File: src/rtl/keypad_scan_fifo_pkg.sv
// Shared types and constants for the keypad scanner and its key-code queue.
package keypad_scan_fifo_pkg;

    // Scanner FSM states
    typedef enum logic [1:0] {
        ST_SCAN     = 2'd0,
        ST_DEBOUNCE = 2'd1,
        ST_HELD     = 2'd2,
        ST_RELEASE  = 2'd3
    } kp_state_e;

    localparam int KEYCODE_W = 4;

    // filtered_out bit positions
    localparam int VALID  = 31;
    localparam int OVF    = 30;
    localparam int CNT_HI = 29;
    localparam int CNT_LO = 27;

    // Index of the lowest active-low column; 0 when none is low
    function automatic logic [1:0] lowest_low_col(input logic [3:0] c);
        lowest_low_col = 2'd0;
        for (int i = 3; i >= 0; i--) begin
            if (!c[i]) lowest_low_col = 2'(i);
        end
    endfunction

endpackage

File: src/rtl/kp_fifo.sv
// Small key-code queue with occupancy count and sticky overflow flag.
// Handshake: push and pop are single-cycle strobes sampled on the rising
// edge. A pop is accepted only when the queue is not empty; a push is
// accepted when there is room or when an accepted pop frees a slot in the
// same cycle. A push that finds the queue full with no accepted pop is
// dropped and sets overflow; any accepted pop clears overflow unless a
// drop happens in that same cycle.
module kp_fifo
    import keypad_scan_fifo_pkg::*;
#(
    parameter int DEPTH = 4,
    parameter int W     = KEYCODE_W
) (
    input  logic                         clk,
    input  logic                         reset,
    input  logic                         push,
    input  logic                         pop,
    input  logic [W-1:0]                 data,
    output logic [W-1:0]                 head,
    output logic                         full,
    output logic                         empty,
    output logic [$clog2(DEPTH+1)-1:0]   count,
    output logic                         overflow
);

    localparam int AW = (DEPTH > 1) ? $clog2(DEPTH) : 1;
    localparam int CW = $clog2(DEPTH + 1);

    logic [W-1:0]  mem [DEPTH];
    logic [AW-1:0] rd_ptr;
    logic [AW-1:0] wr_ptr;
    logic          pop_acc;
    logic          push_acc;
    logic          push_drop;

    // Pointers wrap explicitly at DEPTH-1
    function automatic logic [AW-1:0] ptr_inc(input logic [AW-1:0] p);
        ptr_inc = (p == AW'(DEPTH - 1)) ? '0 : p + 1'b1;
    endfunction

    assign empty     = (count == '0);
    assign full      = (count == CW'(DEPTH));
    assign pop_acc   = pop && !empty;
    assign push_acc  = push && (!full || pop_acc);
    assign push_drop = push && full && !pop_acc;
    assign head      = empty ? '0 : mem[rd_ptr];

    // Storage write; contents need no reset since empty masks the head
    always_ff @(posedge clk) begin
        if (push_acc) mem[wr_ptr] <= data;
    end

    // Pointer, occupancy and overflow bookkeeping
    always_ff @(posedge clk) begin
        if (reset) begin
            rd_ptr   <= '0;
            wr_ptr   <= '0;
            count    <= '0;
            overflow <= 1'b0;
        end else begin
            if (push_acc) wr_ptr <= ptr_inc(wr_ptr);
            if (pop_acc)  rd_ptr <= ptr_inc(rd_ptr);
            if (push_acc && !pop_acc)      count <= count + 1'b1;
            else if (pop_acc && !push_acc) count <= count - 1'b1;
            if (push_drop)    overflow <= 1'b1;
            else if (pop_acc) overflow <= 1'b0;
        end
    end

endmodule

File: src/rtl/keypad_scan_fifo.sv
// 4x4 keypad scanner with press/release debouncing feeding a key-code queue.
// Rows are driven one at a time; columns are sampled once per row dwell.
module keypad_scan_fifo
    import keypad_scan_fifo_pkg::*;
#(
    parameter int SCAN_DIV       = 1000,
    parameter int DEBOUNCE_SCANS = 4,
    parameter int FIFO_DEPTH     = 4
) (
    input  logic        clk,
    input  logic        reset,
    input  logic [3:0]  cols,
    output logic [3:0]  rows,
    input  logic        pop,
    output logic [31:0] filtered_out,
    output kp_state_e   dbg_state
);

    localparam int DW = $clog2(SCAN_DIV);
    localparam int MW = $clog2(DEBOUNCE_SCANS + 1);
    localparam int FCW = $clog2(FIFO_DEPTH + 1);
    localparam logic [DW-1:0] DWELL_LAST = DW'(SCAN_DIV - 1);
    localparam logic [MW-1:0] MATCH_LAST = MW'(DEBOUNCE_SCANS - 1);
    localparam logic [MW-1:0] MATCH_ONE  = MW'(1);

    logic [3:0]           cols_s1;
    logic [3:0]           cols_s2;
    logic [DW-1:0]        dwell;
    logic                 sample;
    logic                 all_high;
    kp_state_e            state_q, state_nx;
    logic [1:0]           row_q, row_nx;
    logic [MW-1:0]        match_q, match_nx;
    logic [3:0]           pat_q, pat_nx;
    logic                 push_q, push_nx;
    logic [KEYCODE_W-1:0] code_q, code_nx;

    logic [KEYCODE_W-1:0] fifo_head;
    logic                 fifo_full;
    logic                 fifo_empty;
    logic [FCW-1:0]       fifo_count;
    logic                 fifo_ovf;
    logic [31:0]          status_word;

    assign sample    = (dwell == DWELL_LAST);
    assign all_high  = (cols_s2 == 4'hF);
    assign rows      = ~(4'b0001 << row_q);
    assign dbg_state = state_q;

    // Two-flop synchronizer for the asynchronous column inputs
    always_ff @(posedge clk) begin
        if (reset) begin
            cols_s1 <= 4'hF;
            cols_s2 <= 4'hF;
        end else begin
            cols_s1 <= cols;
            cols_s2 <= cols_s1;
        end
    end

    // Row dwell counter; the last count of each dwell is the sample point
    always_ff @(posedge clk) begin
        if (reset)       dwell <= '0;
        else if (sample) dwell <= '0;
        else             dwell <= dwell + 1'b1;
    end

    // Scanner state, row, match count, latched pattern and push request
    always_ff @(posedge clk) begin
        if (reset) begin
            state_q <= ST_SCAN;
            row_q   <= 2'd0;
            match_q <= '0;
            pat_q   <= 4'hF;
            push_q  <= 1'b0;
            code_q  <= '0;
        end else begin
            state_q <= state_nx;
            row_q   <= row_nx;
            match_q <= match_nx;
            pat_q   <= pat_nx;
            push_q  <= push_nx;
            code_q  <= code_nx;
        end
    end

    // Scan/debounce decisions, taken only at the sample point
    always_comb begin
        state_nx = state_q;
        row_nx   = row_q;
        match_nx = match_q;
        pat_nx   = pat_q;
        push_nx  = 1'b0;
        code_nx  = code_q;
        if (sample) begin
            unique case (state_q)
                ST_SCAN: begin
                    if (all_high) begin
                        row_nx = row_q + 2'd1;
                    end else begin
                        pat_nx   = cols_s2;
                        match_nx = MATCH_ONE;
                        if (DEBOUNCE_SCANS == 1) begin
                            push_nx  = 1'b1;
                            code_nx  = {row_q, lowest_low_col(cols_s2)};
                            state_nx = ST_HELD;
                        end else begin
                            state_nx = ST_DEBOUNCE;
                        end
                    end
                end
                ST_DEBOUNCE: begin
                    if (cols_s2 == pat_q) begin
                        if (match_q == MATCH_LAST) begin
                            push_nx  = 1'b1;
                            code_nx  = {row_q, lowest_low_col(pat_q)};
                            state_nx = ST_HELD;
                        end else begin
                            match_nx = match_q + 1'b1;
                        end
                    end else begin
                        row_nx   = row_q + 2'd1;
                        match_nx = '0;
                        state_nx = ST_SCAN;
                    end
                end
                ST_HELD: begin
                    if (all_high) begin
                        match_nx = MATCH_ONE;
                        if (DEBOUNCE_SCANS == 1) begin
                            row_nx   = row_q + 2'd1;
                            state_nx = ST_SCAN;
                        end else begin
                            state_nx = ST_RELEASE;
                        end
                    end
                end
                ST_RELEASE: begin
                    if (all_high) begin
                        if (match_q == MATCH_LAST) begin
                            row_nx   = row_q + 2'd1;
                            match_nx = '0;
                            state_nx = ST_SCAN;
                        end else begin
                            match_nx = match_q + 1'b1;
                        end
                    end else begin
                        state_nx = ST_HELD;
                    end
                end
                default: state_nx = ST_SCAN;
            endcase
        end
    end

    kp_fifo #(
        .DEPTH (FIFO_DEPTH),
        .W     (KEYCODE_W)
    ) u_fifo (
        .clk      (clk),
        .reset    (reset),
        .push     (push_q),
        .pop      (pop),
        .data     (code_q),
        .head     (fifo_head),
        .full     (fifo_full),
        .empty    (fifo_empty),
        .count    (fifo_count),
        .overflow (fifo_ovf)
    );

    // Assemble the status word from the queue state
    always_comb begin
        status_word                     = '0;
        status_word[VALID]              = !fifo_empty;
        status_word[OVF]                = fifo_ovf;
        status_word[CNT_HI:CNT_LO]      = 3'(fifo_count);
        status_word[KEYCODE_W-1:0]      = fifo_head;
    end

    // Registered status word read by the controller
    always_ff @(posedge clk) begin
        if (reset) filtered_out <= 32'h0;
        else       filtered_out <= status_word;
    end

endmodule

File: config.mk
export PLATFORM = sky130hd
export DESIGN_NAME = keypad_scan_fifo
export DESIGN_NICKNAME = d
export VERILOG_FILES = /design/src/rtl/keypad_scan_fifo_pkg.sv /design/src/rtl/kp_fifo.sv /design/src/rtl/keypad_scan_fifo.sv
export SDC_FILE = /design/constraint.sdc
export NUM_CORES = 1
export LEC_CHECK = 0
export CAP_MARGIN = 25
export CORE_MARGIN = 4
export CORE_UTILIZATION = 30
export CTS_BUF_LIST = sky130_fd_sc_hd__clkbuf_8
export DETAILED_ROUTE_END_ITERATION = 8
export PLACE_DENSITY = 0.6
export SETUP_SLACK_MARGIN = 0.02
export SYNTH_ARGS = -nofsm -noshare
export SYNTH_HDL_FRONTEND = slang
export SYNTH_SLANG_ARGS = --single-unit
File: constraint.sdc
create_clock -name clk -period 2.7 [get_ports clk]
set_input_delay 0.54 -clock clk [delete_from_list [all_inputs] [get_ports clk]]
set_output_delay 0.54 -clock clk [all_outputs]
set_load 0.02 [all_outputs]
After elaboration in Yosys (flattened, before gate mapping)
Memory sizes are Yosys's and may differ from the RTL's. A register that Yosys moved wholly into a read port is not among the register bits.
Index checks and enable logic that the tools add are counted.

storage, ports and cells
  register bits = 70
  memory bits (writable) = 16
  output and inout bits = 38
  word-level logic and storage cells = 104
  memories = 1

cells by class
  add/sub/neg operators = 7
  equality and inequality tests = 19
  shifts and indexed selects = 1
  multiplexer cells = 32
  bitwise logic cells = 5
  reductions and logical operators = 24

memories
  name        words  width  read ports  clocked after Yosys merged registers in  wr ports  RTL line       text
  u_fifo.mem  4      4      1           1                                        1         kp_fifo.sv:29  logic [W-1:0] mem [DEPTH];

operators with widths
  kind                                                             number
  2-bit two-way mux                                                16
  3-bit two-way mux                                                8
  2-bit inequality test, second input constant                     6
  3-bit case mux with 4 select lines                               1
  10-bit by 1-bit adder with 10-bit output, second input constant  1
  10-bit equality test, second input constant                      1
  5-bit AND reduction                                              2
  3-bit inequality test, second input constant                     3
  2-bit equality test, second input constant                       4
  2-bit case mux with 4 select lines                               1
  2-bit by 1-bit adder with 2-bit output, second input constant    3
  3-bit by 1-bit adder with 3-bit output, second input constant    2
  1-bit logical AND                                                6
  2-bit case mux with 3 select lines                               1
  6-bit AND reduction                                              1
  1-bit two-way mux                                                5
  4-bit equality test                                              1
  4-bit equality test, second input constant                       1
  1-bit zero test                                                  4
  1-bit inverter                                                   4
  4-bit inverter                                                   1
  4-bit AND reduction                                              1
  2-bit nonzero test                                               2
  2-bit OR reduction                                               2
  other kinds (11)                                                 11

Logic depth before layout (Yosys ltp)
  word-level depth = 9
  depth in mapped cells = 9
  gate-level depth less buffers = 8

By module
From an unflattened synthesis, not the netlist that was laid out.

second synthesis, totals
  cells, all modules = 292
  area, all modules = 3136.8 um^2

modules (own cells, without submodules)
  module            times used  cells each  area each (um^2)  sequential area each (um^2)
  keypad_scan_fifo  1           217         2018.2            860.8
  kp_fifo           1           75          1118.6            680.7

Worst setup path before layout
No wires, ideal clock.

  kind = input to register
  start = input port pop
  end = register u_fifo.count[2]
  arrival = 2.093 ns
  required time = 2.630 ns
  path slack = 0.536 ns
  stages on the path = 9
  path buffers = 1
  cells stage by stage = nor4b_1 -> nor2b_1 -> clkbuf_1 -> ha_1 -> inv_1 -> fa_1 -> xor2_1 -> or3_1 -> a21oi_1

between the ends
  word-level cells in the longest chain between the ends = 6
  elaborated cells on any way between the ends = 9
  classes of those cells = mux: 1; reduce/logical: 8

ends and longest elaborated chain
  item                                 RTL line                text
  start: declaration                   keypad_scan_fifo.sv:14  input logic pop,
  1-bit logical AND *                  kp_fifo.sv:43           assign pop_acc = pop && !empty;
  1-bit logical OR *                   kp_fifo.sv:44           assign push_acc = push && (!full || pop_acc);
  1-bit logical AND *                  kp_fifo.sv:44
  named net u_fifo.push_acc            kp_fifo.sv:33           logic push_acc;
  1-bit zero test                      kp_fifo.sv:64           else if (pop_acc && !push_acc) count <= count - 1'b1;
  1-bit logical AND                    kp_fifo.sv:64
  2-bit nonzero test (no source line)  --
  end signal: assignment               kp_fifo.sv:63           if (push_acc && !pop_acc) count <= count + 1'b1;
  end signal: assignment               kp_fifo.sv:64
  end: declaration                     kp_fifo.sv:22           output logic [$clog2(DEPTH+1)-1:0] count,

The timed path passes the listed nets; every way through them passes the cells marked *.
A chain may end at the register's enable or synchronous reset.

Worst setup path after layout
  start = register row_q[1]
  end = output port rows[1]

between the ends
  word-level cells in the longest chain between the ends = 2

ends and longest elaborated chain
  item                                         RTL line                text
  start: declaration                           keypad_scan_fifo.sv:32  logic [1:0] row_q, row_nx;
  start signal: assignment                     keypad_scan_fifo.sv:79  row_q <= row_nx;
  1-bit by 2-bit << shifter with 4-bit output  keypad_scan_fifo.sv:47  assign rows = ~(4'b0001 << row_q);
  4-bit inverter                               keypad_scan_fifo.sv:47
  end: declaration                             keypad_scan_fifo.sv:13  output logic [3:0] rows,

Every way passes these cells.

==> impl_results.md <==
* Status: completed
* Slew Limit Fails at 0
* Final net count at 336
* Tmin final at 2240 ps
* Layout cells sized above 1 at 10.7%
* Clock tree buffer depth at 2
* Final instance area at 3460 sq um
* Post-synthesis instance area at 3030 sq um
* Max frequency at 0.447 GHz
* Worst ir drop on vdd at 0.214 mV
* Gpl congestion at 0.777
* Post-route ant nets at 0
* Root Buffer: clkbuf_8
* Seq/Total Area, Yosys at 49.5%
* Antenna Cells at 0
* Post-CTS Resized at 0
* Top cells by area, synth: dfxtp_1 (34%), edfxtp_1 (16%), buf_4 (5.9%), ha_1 (5.8%), nor2b_1 (3.1%)
* Crit-path cells: inv_1, ha_1, inv_1, clkdlybuf4s50_1
* Final worst slack at 465 ps
* CP required at 2160 ps
* H-tree level count at 3
* Ys Warns at 0
* Clock Sinks at 67
* Final setup viols at 0
* Mean Syn Cell Area at 10.4 sq um
* Row Count at 36
* Router iterations before antenna repair at 4
* Top_reg_cell synth: dfxtp_1
* I/O pin total at 45
* Xor/xnor share of the synthesized area at 4.05%
* Total CTS buffers at 9
* Die area at 11800 sq um
* Period Utilization, post-route at 82.8%
* Post-Synth Simple-Gate Area at 18.7%
* EDFF count, synth at 16
* Seq cells post-synth at 67
* Largest family of logic cells by synthesized area: simple AND/OR/NAND/NOR gates
* Critical path capture point type: primary output
* Crit path launch type: register
* Hold crit path type: register to register
* Complex-gate fraction of the synthesized area at 6.28%
* Detailed-route via count at 1931
* WL per Instance at 10.9 microns
* Mean number of vias per cell at 4.27
* Dominant cell type by area after synthesis: dfxtp_1
* Initial antenna violation count at 0
* CP dominant cell by count: inv_1
* Total power at 0.00226 W
* Post-DP HPWL at 3630 microns
* Postcts setup bufs at 0
* Final Hold Slack at 409 ps
* Clk_lat worst skew at 340 ps
* Post-Synth Adder-Cell Area at 6.44%
* Worst path bufs/invs at 3
* CP Class: register to primary output
* Power density over the cells at 654 nW/um^2
* Post-synthesis mux area share at 5.62%
* FFs w/ async S/R, synth at 0%
* CTS clock-pin slew for the worst setup and hold paths at 70 ps
* CTS tree: built
* Layout area overhead at 14.2%
* Grt total ovfl at 0
* 1st-iter DRT viols at 59
* Yosys cell types at 42
* Arrival @ worst endpoint at 1700 ps
* Total Routing Usage GR at 9.04%
* Post-route setup TNS at 0 ps
* Vias in the first global route at 1826
* Final wirelength at 4910 microns
* Largest stage delay, worst path at 600 ps
* RSZ-0062 raised after global routing: false
* Most frequent cell after synthesis: dfxtp_1
* Post-synth top area share at 33.7%
* Die Y-Extent at 109 microns
* Crit path max fanout at 5
* Initial Util at 30.9%
* Pre-CTS WS at 119 ps
* Hold Buf Count CTS at 0
* # DRC at 0
* Final hold violations at 0
* Core area at 9820 sq um
* Max cap viols at 0
* I/O Buffers at 21
* Post-synth top cells: dfxtp_1 (51), buf_4 (24), nor2_1 (24), inv_1 (17), edfxtp_1 (16)
* Largest net degree at the start of global routing at 19
* Pleak at 1.32 nW
* Layout Skew at 8.89 ps
* Worst path slowest cell: clkdlybuf4s50_1
* Syn Inst Count at 290
* Die width at 109 microns
* First-pass GRT wire length at 8350 microns
* Placed cell area at 3300 sq um
* CP top delay family: buffers and inverters
-- final cells by class --
cell class / instances / area [sq um]
Clock buffer: 9 / 124
Clock inverter: 7 / 42.5
Fill cell: 1026 / 6360
Inverter: 17 / 63.8
Multi-Input combinational cell: 195 / 1330
Sequential cell: 67 / 1500
Tap cell: 133 / 166
Timing Repair Buffer: 24 / 233
-- registers in the layout, summed over array words and instances, names as in the netlist, 3 cells and up --
signal	flops
filtered_out	9
pat_q	4
cols_s1	4
dwell	10
cols_s2	4
u_fifo.mem	16
match_q	3
code_q	4
u_fifo.count	3
-- worst reg2reg max path, delay by kind of cell (launching register included) --
kind	cells	cell delay (ps)
flip-flops	1	370
XOR/XNOR	1	160
adder cells (fa/ha/maj)	2	600
AO/OA/AOI/OAI	1	130
buffers and inverters	1	70
AND/OR/NAND/NOR	3	790
-- report_power, final --
part | internal [W] | total, W | switching, W
sequential | 0.00109 | 0.00116 | 0.0000650
combinational | 0.000199 | 0.000398 | 0.000199
clock | 0.000327 | 0.000708 | 0.000381
total | 0.00162 | 0.00226 | 0.000644
-- per-stage QoR --
stage,util (%),cells
finish,35.3,452
global route,35.3,452
CTS,35.3,452
detailed placement,33.6,436
global placement,33.6,436
floorplan,-,312
-- logic make-up after synthesis --
| kind of cell | count (synthesis) |
|---|---|
| AOI/OAI and AO/OA | 29 |
| xor gates and xnor gates | 14 |
| adders and majority gates | 15 |
| buffers and inverters | 50 |
| DFF | 67 |
| muxes | 12 |
| other | 1 |
| and+or+nand+nor | 102 |
-- layout by cell type, fill, tap and decap left out, types with 2 or more instances in the layout --
cell type,n
a211o_1,5
a211oi_1,2
a21oi_1,8
and2_1,4
and3_1,5
and4_1,2
buf_4,3
clkbuf_8,9
clkdlybuf4s50_1,21
clkinv_2,3
clkinvlp_4,2
conb_1,23
dfxtp_1,51
edfxtp_1,16
ha_1,14
inv_1,17
mux2i_1,8
mux4_2,4
nand2_1,10
nand2b_1,4
nand3_1,7
nand4_1,5
nor2_1,24
nor2b_1,15
nor3_1,4
o211ai_1,4
o21ai_0,5
o22ai_1,2
or2_2,10
or3_1,4
xnor2_1,8
xor2_1,6
-- final timing paths --
path	endpoint	start	slack, ps	cells past startpoint
hold reg to reg	cols_s2[3]$_SDFF_PP1_	cols_s1[3]$_SDFF_PP1_	410	1
setup / recovery	rows[1]	row_q[1]$_SDFFE_PP0P_	460	4
hold / removal	cols_s2[3]$_SDFF_PP1_	cols_s1[3]$_SDFF_PP1_	410	1
setup reg to reg	u_fifo.count[2]$_SDFFE_PP0P_	u_fifo.count[0]$_SDFFE_PP0P_	520	8
-- routing by layer --
| metal | GRT usage, % | vias up | part of all wire [%] |
|---|---|---|---|
| li1 | - | 991 | - |
| met1 | 10.8 | 896 | 46 |
| met2 | 14.5 | 37 | 47 |
| met3 | 3.64 | 7 | 5.2 |
| met4 | 3.52 | 0 | 1.6 |
| met5 | 0 | - | 0 |
(Power assumes the default switching activity.)
==> RTL edit 1 (same settings) <==
The parameter `SCAN_DIV` goes from 1000 to 2000.
--- a/src/rtl/keypad_scan_fifo.sv
+++ b/src/rtl/keypad_scan_fifo.sv
@@ -3,7 +3,7 @@
 module keypad_scan_fifo
     import keypad_scan_fifo_pkg::*;
 #(
-    parameter int SCAN_DIV       = 1000,
+    parameter int SCAN_DIV       = 2000,
     parameter int DEBOUNCE_SCANS = 4,
     parameter int FIFO_DEPTH     = 4
 ) (
Function: same outputs for any inputs over 10 cycles, from zero or initial values and one cycle with reset high; that may be too few to reach the edited logic, so the function may still have changed.
==> RTL edit 1 against the original RTL <==
Worst setup slack got worse by 0.055 ns. Wire length up 2.9%. Area after synthesis increased by 1.3%. Design area grew 1.8%. Count of clock-buffer cells in the layout is the same. Sequential cell count rose by 1. Hold slack got worse by 0.0015 ns. Total power grew 2.9%. Combinational power about the same. Clock power grew 7.2%. Critical path type is now in2reg. Highest routed layer unchanged.
==> RTL edit 1: results (changes against the original RTL) <==
- GPL Wtd Cong: 0.748 (-3.7%)
- Drt total wl: 5.05 mm (+2.9%)
- Hold Crit Class: reg2reg
- Post-CTS Setup Inserts: 0 (unchanged)
- First drt pass iteration count: 4 (unchanged)
- Sequential-to-total area share from yosys stat: 49.6% (about the same)
- Pin count of the biggest net entering global routing: 16 (-3)
- Routed WL per cell: 11.0 um (+1.8%)
- Leakage: 1.34 nW (+2.0%)
- Syn avg cell area: 10.4 um^2 (about the same)
- Run status: finished, final reports clean
- Top FF cell, synth: dfxtp_1
- Crit Path Max Fanout: 2 (-3)
- Layout cells sized above 1: 10.8% (+0.14 points)
- Worst Path Arrival: 2.56 ns (+0.86 ns)
- Worst-Margin Slew: around 0.72 ns
- Dpl cells: 441 (+1.1%)
- Post-synthesis cell type count: 47 (+12%)
- Largest regs: u_fifo.mem: 16 flops, dwell: 11 flops, filtered_out: 9 flops
- Place WS: 0.0713 ns (-0.0476 ns)
- CTS Buf Count: 9 (unchanged)
- Post-CTS sizing: 0 (unchanged)
- Total GRT Usage: 8.95% (-0.092 points)
- Post-synth EDFFs: 16 (unchanged)
- Final Net Count: 341 (+1.5%)
- First-pass GRT wire length: 8.18 mm (-2.0%)
- CP peak stage delay: 0.48 ns (-0.12 ns)
- Routed met1 length: 2.46 mm (+9.6%)
- Placed wire-length estimate: 3.63 mm (about the same)
- Most common library cells after synthesis: dfxtp_1 (52), nor2_1 (27), buf_4 (23)
- Remaining DRCs: 0 (unchanged)
- Htree depth: 3 (unchanged)
- Antenna fix cells: 0 (unchanged)
- Synth area leaders: dfxtp_1 (34%), edfxtp_1 (16%), ha_1 (5.7%)
- Met3 WL post-DR: 323 um (+27%)
- Worst VDD drop: 272 uV (+28%)
- Number of global-route vias before repair: 1785 (-2.2%)
- DR iter-0 viols: 41 (-31%)
- Max FFs per register: 16 (unchanged)
- Vias per cell: 4.26 (-0.38%)
- Clock Path Buffers: 2 (unchanged)
- Antenna violations before repair: 0 (unchanged)
- Critical path's top delay family: adder cells
- Synth Warn #: 0 (unchanged)
- Met2 wire length: 2.22 mm (-4.4%)
- Clk root buf: clkbuf_8
- Worst Skew: 0.00861 ns (-0.000279 ns)
RTL edit 1: path summary, 6_finish.rpt:
check | cells after the start | slack (ns) | startpoint | end
max | 9 | 0.41 | pop | u_fifo.count[2]$_SDFFE_PP0P_
min | 1 | 0.41 | cols_s1[2]$_SDFF_PP1_ | cols_s2[2]$_SDFF_PP1_
max reg2reg | 8 | 0.49 | u_fifo.count[0]$_SDFFE_PP0P_ | u_fifo.count[2]$_SDFFE_PP0P_
min reg2reg | 1 | 0.41 | cols_s1[2]$_SDFF_PP1_ | cols_s2[2]$_SDFF_PP1_
RTL edit 1: layout make-up:
cell class / instances / area [um^2]
Clock buffer: 9 / 124
Timing Repair Buffer: 25 / 240
Fill cell: 1001 / 6340
Clock inverter: 7 / 53.8
Sequential cell: 68 / 1520
Inverter: 17 / 63.8
Multi-Input combinational cell: 198 / 1360
Tap cell: 133 / 166
RTL edit 1: layer usage:
| metal | vias up | global-route usage, % |
|---|---|---|
| li1 | 998 | - |
| met2 | 40 | 13.6 |
| met4 | 0 | 3.25 |
| met1 | 903 | 11.1 |
| met3 | 4 | 4.09 |
| met5 | - | 0 |
RTL edit 1: kinds of logic (layout without fill, tap and decap cells):
family                   after synthesis  count (layout)  synth area share, %
AND/OR/NAND/NOR                      104             104                 19.0
buffers and inverters                 50              58                 9.01
XOR/XNOR                              15              15                 4.52
other                                  1              23                0.122
multiplexers                          11              11                 5.22
flip-flops                            68              68                 49.6
AO/OA/AOI/OAI                         30              30                 6.19
adder cells (fa/ha/maj)               15              15                 6.36
RTL edit 1: stage by stage:
| stage | cell area (um^2) | total power, mW | util [%] |
|---|---|---|---|
| after floorplan | 3150 | 1.50 | - |
| after global placement | 3350 | 1.59 | 33.9 |
| after detailed placement | 3350 | 1.60 | 33.9 |
| after CTS | 3520 | 2.37 | 35.7 |
| after global routing | 3520 | 2.48 | 35.7 |
| final | 3520 | 2.33 | 35.7 |
RTL edit 1: power by group:
group          total, mW  internal [mW]  switching [mW]  leakage (nW)
registers           1.17           1.11          0.0648         0.571
logic              0.397          0.200           0.197         0.666
clock network      0.759          0.409           0.351         0.106
RTL edit 1: worst reg2reg max path: stages, from the launching register on:
cell,delay [ns]
dfxtp_1,0.37
nor3_1,0.22
nand2b_1,0.24
ha_1,0.22
inv_1,0.06
fa_1,0.37
xor2_1,0.18
or3_1,0.31
a21oi_1,0.16
==> RTL edit 2 (same flow settings) <==
Without the edit above. The output `filtered_out` loses its register stage (`filtered_out` becomes a continuous assignment).
--- a/src/rtl/keypad_scan_fifo.sv
+++ b/src/rtl/keypad_scan_fifo.sv
@@ -179,10 +179,7 @@
     end
 
     // Registered status word read by the controller
-    always_ff @(posedge clk) begin
-        if (reset) filtered_out <= 32'h0;
-        else       filtered_out <= status_word;
-    end
+    assign filtered_out = status_word;
 
 endmodule
 
Check against the original RTL: same outputs for any inputs over 10 cycles, from zero or initial values and one cycle with reset high; that may be too few to reach the edited logic, so the function may still have changed.
==> RTL edit 2 against the original RTL <==
Sequential share of layout area decreased by 2.6 points. Wire length down 0.96%. Total power up 9.4%. Sequential cell count shrank 7. Largest cell class unchanged. Critical path depth down 1. Critical path type unchanged. Design area shrank 3.5%. Worst setup slack worse by 0.28 ns. Sequential power fell by 11%. Area after synthesis down 5.7%.
==> RTL edit 2: results (changes against the original RTL) <==
- Run status: finished, final reports clean
- Met3 Use GR: 3.55% (-0.090 points)
- Dpl cells: 417 (-4.4%)
- Inverters: 14 (-3)
- Sequential-to-total area share from yosys stat: 47.6% (-1.9 points)
- Placed wire-length estimate: 3.59 mm (-1.2%)
- Synth Area in Adders: 6.83% (+0.39 points)
- Fill cells: 917 (-11%)
- Routed via count: 1853 (-4.0%)
- Layout cells sized above 1: 12.5% (+1.8 points)
- GPL Wtd Cong: 0.775 (-0.31%)
- #MultiIn Comb: 189 (-3.1%)
- Number of global-route vias before repair: 1730 (-5.3%)
- Dpl cell area: 3120 um^2 (-5.4%)
- Worst Path Arrival: 1.97 ns (+0.27 ns)
- Clock network area share: 6.70% (+1.9 points)
- Crit Path Max Fanout: 4 (-1)
- Final Net Count: 321 (-4.5%)
- Signal buffers share of area: 7.19% (+0.47 points)
- Post-synthesis compound-gate area fraction: 6.13% (-0.15 points)
- First-pass GRT wire length: 7.97 mm (-4.6%)
- Leakage: 1.28 nW (-2.4%)
- M1 GR Usage: 10.2% (-0.63 points)
- Fraction of area in multi-input gates: 38.9% (+0.48 points)
- Post-synthesis mux area share: 5.95% (+0.34 points)
- Routed met1 length: 2.18 mm (-2.9%)
- Synthesized instance count: 275 (-5.2%)
- Total GRT Usage: 9.12% (+0.078 points)
- P per Cell Area: 742 nW/um^2 (+13%)
- Pin count of the biggest net entering global routing: 37 (+18)
- Synthesized-area fraction occupied by xor and xnor cells: 4.29% (+0.24 points)
- Synth area leaders: dfxtp_1 (31%), edfxtp_1 (17%), buf_4 (6.3%)
- Most common library cells after synthesis: dfxtp_1 (44), buf_4 (24), edfxtp_1 (16), nand2_1 (16), nor2_1 (15)
- Post-synthesis cell type count: 45 (+7.1%)
- Pwr Total: 2.48 mW (+9.4%)
- Met3 WL post-DR: 219 um (-14%)
- Syn avg cell area: 10.4 um^2 (-0.51%)
- Met2 wire length: 2.36 mm (+1.5%)
- Met2 usage: 14.8% (+0.37 points)
- Sequential share of cell area: 40.8% (-2.6 points)
- Clock sinks: 60 (-10%)
- Worst VDD drop: 262 uV (+23%)
## RTL edit 2: changes by cell type in the layout (fill, tap and decap cells not counted), sizes merged, moves of 5 or more
| cell | delta |
|---|---|
| nor2 | -9 |
| nor3 | +5 |
| dfxtp | -7 |
| nor2b | -12 |
| nand2 | +6 |
| and2 | +7 |
## RTL edit 2: worst max-delay path: stages, from the launching register on
cell and delay [ns]:
dfxtp_2 0.41, mux4_2 0.52, and2_1 0.17, clkdlybuf4s50_1 0.53
## RTL edit 2: worst paths after layout
path / startpoint / endpoint / depth (start not counted) / slack [ns]
setup / recovery: flip-flop / filtered_out[1] / 3 / 0.19
hold / removal: cols_s1[1]$_SDFF_PP1_ / cols_s2[1]$_SDFF_PP1_ / 1 / 0.41
setup reg to reg: u_fifo.count[0]$_SDFFE_PP0P_ / u_fifo.count[2]$_SDFFE_PP0P_ / 8 / 0.30
hold reg to reg: cols_s1[1]$_SDFF_PP1_ / cols_s2[1]$_SDFF_PP1_ / 1 / 0.41
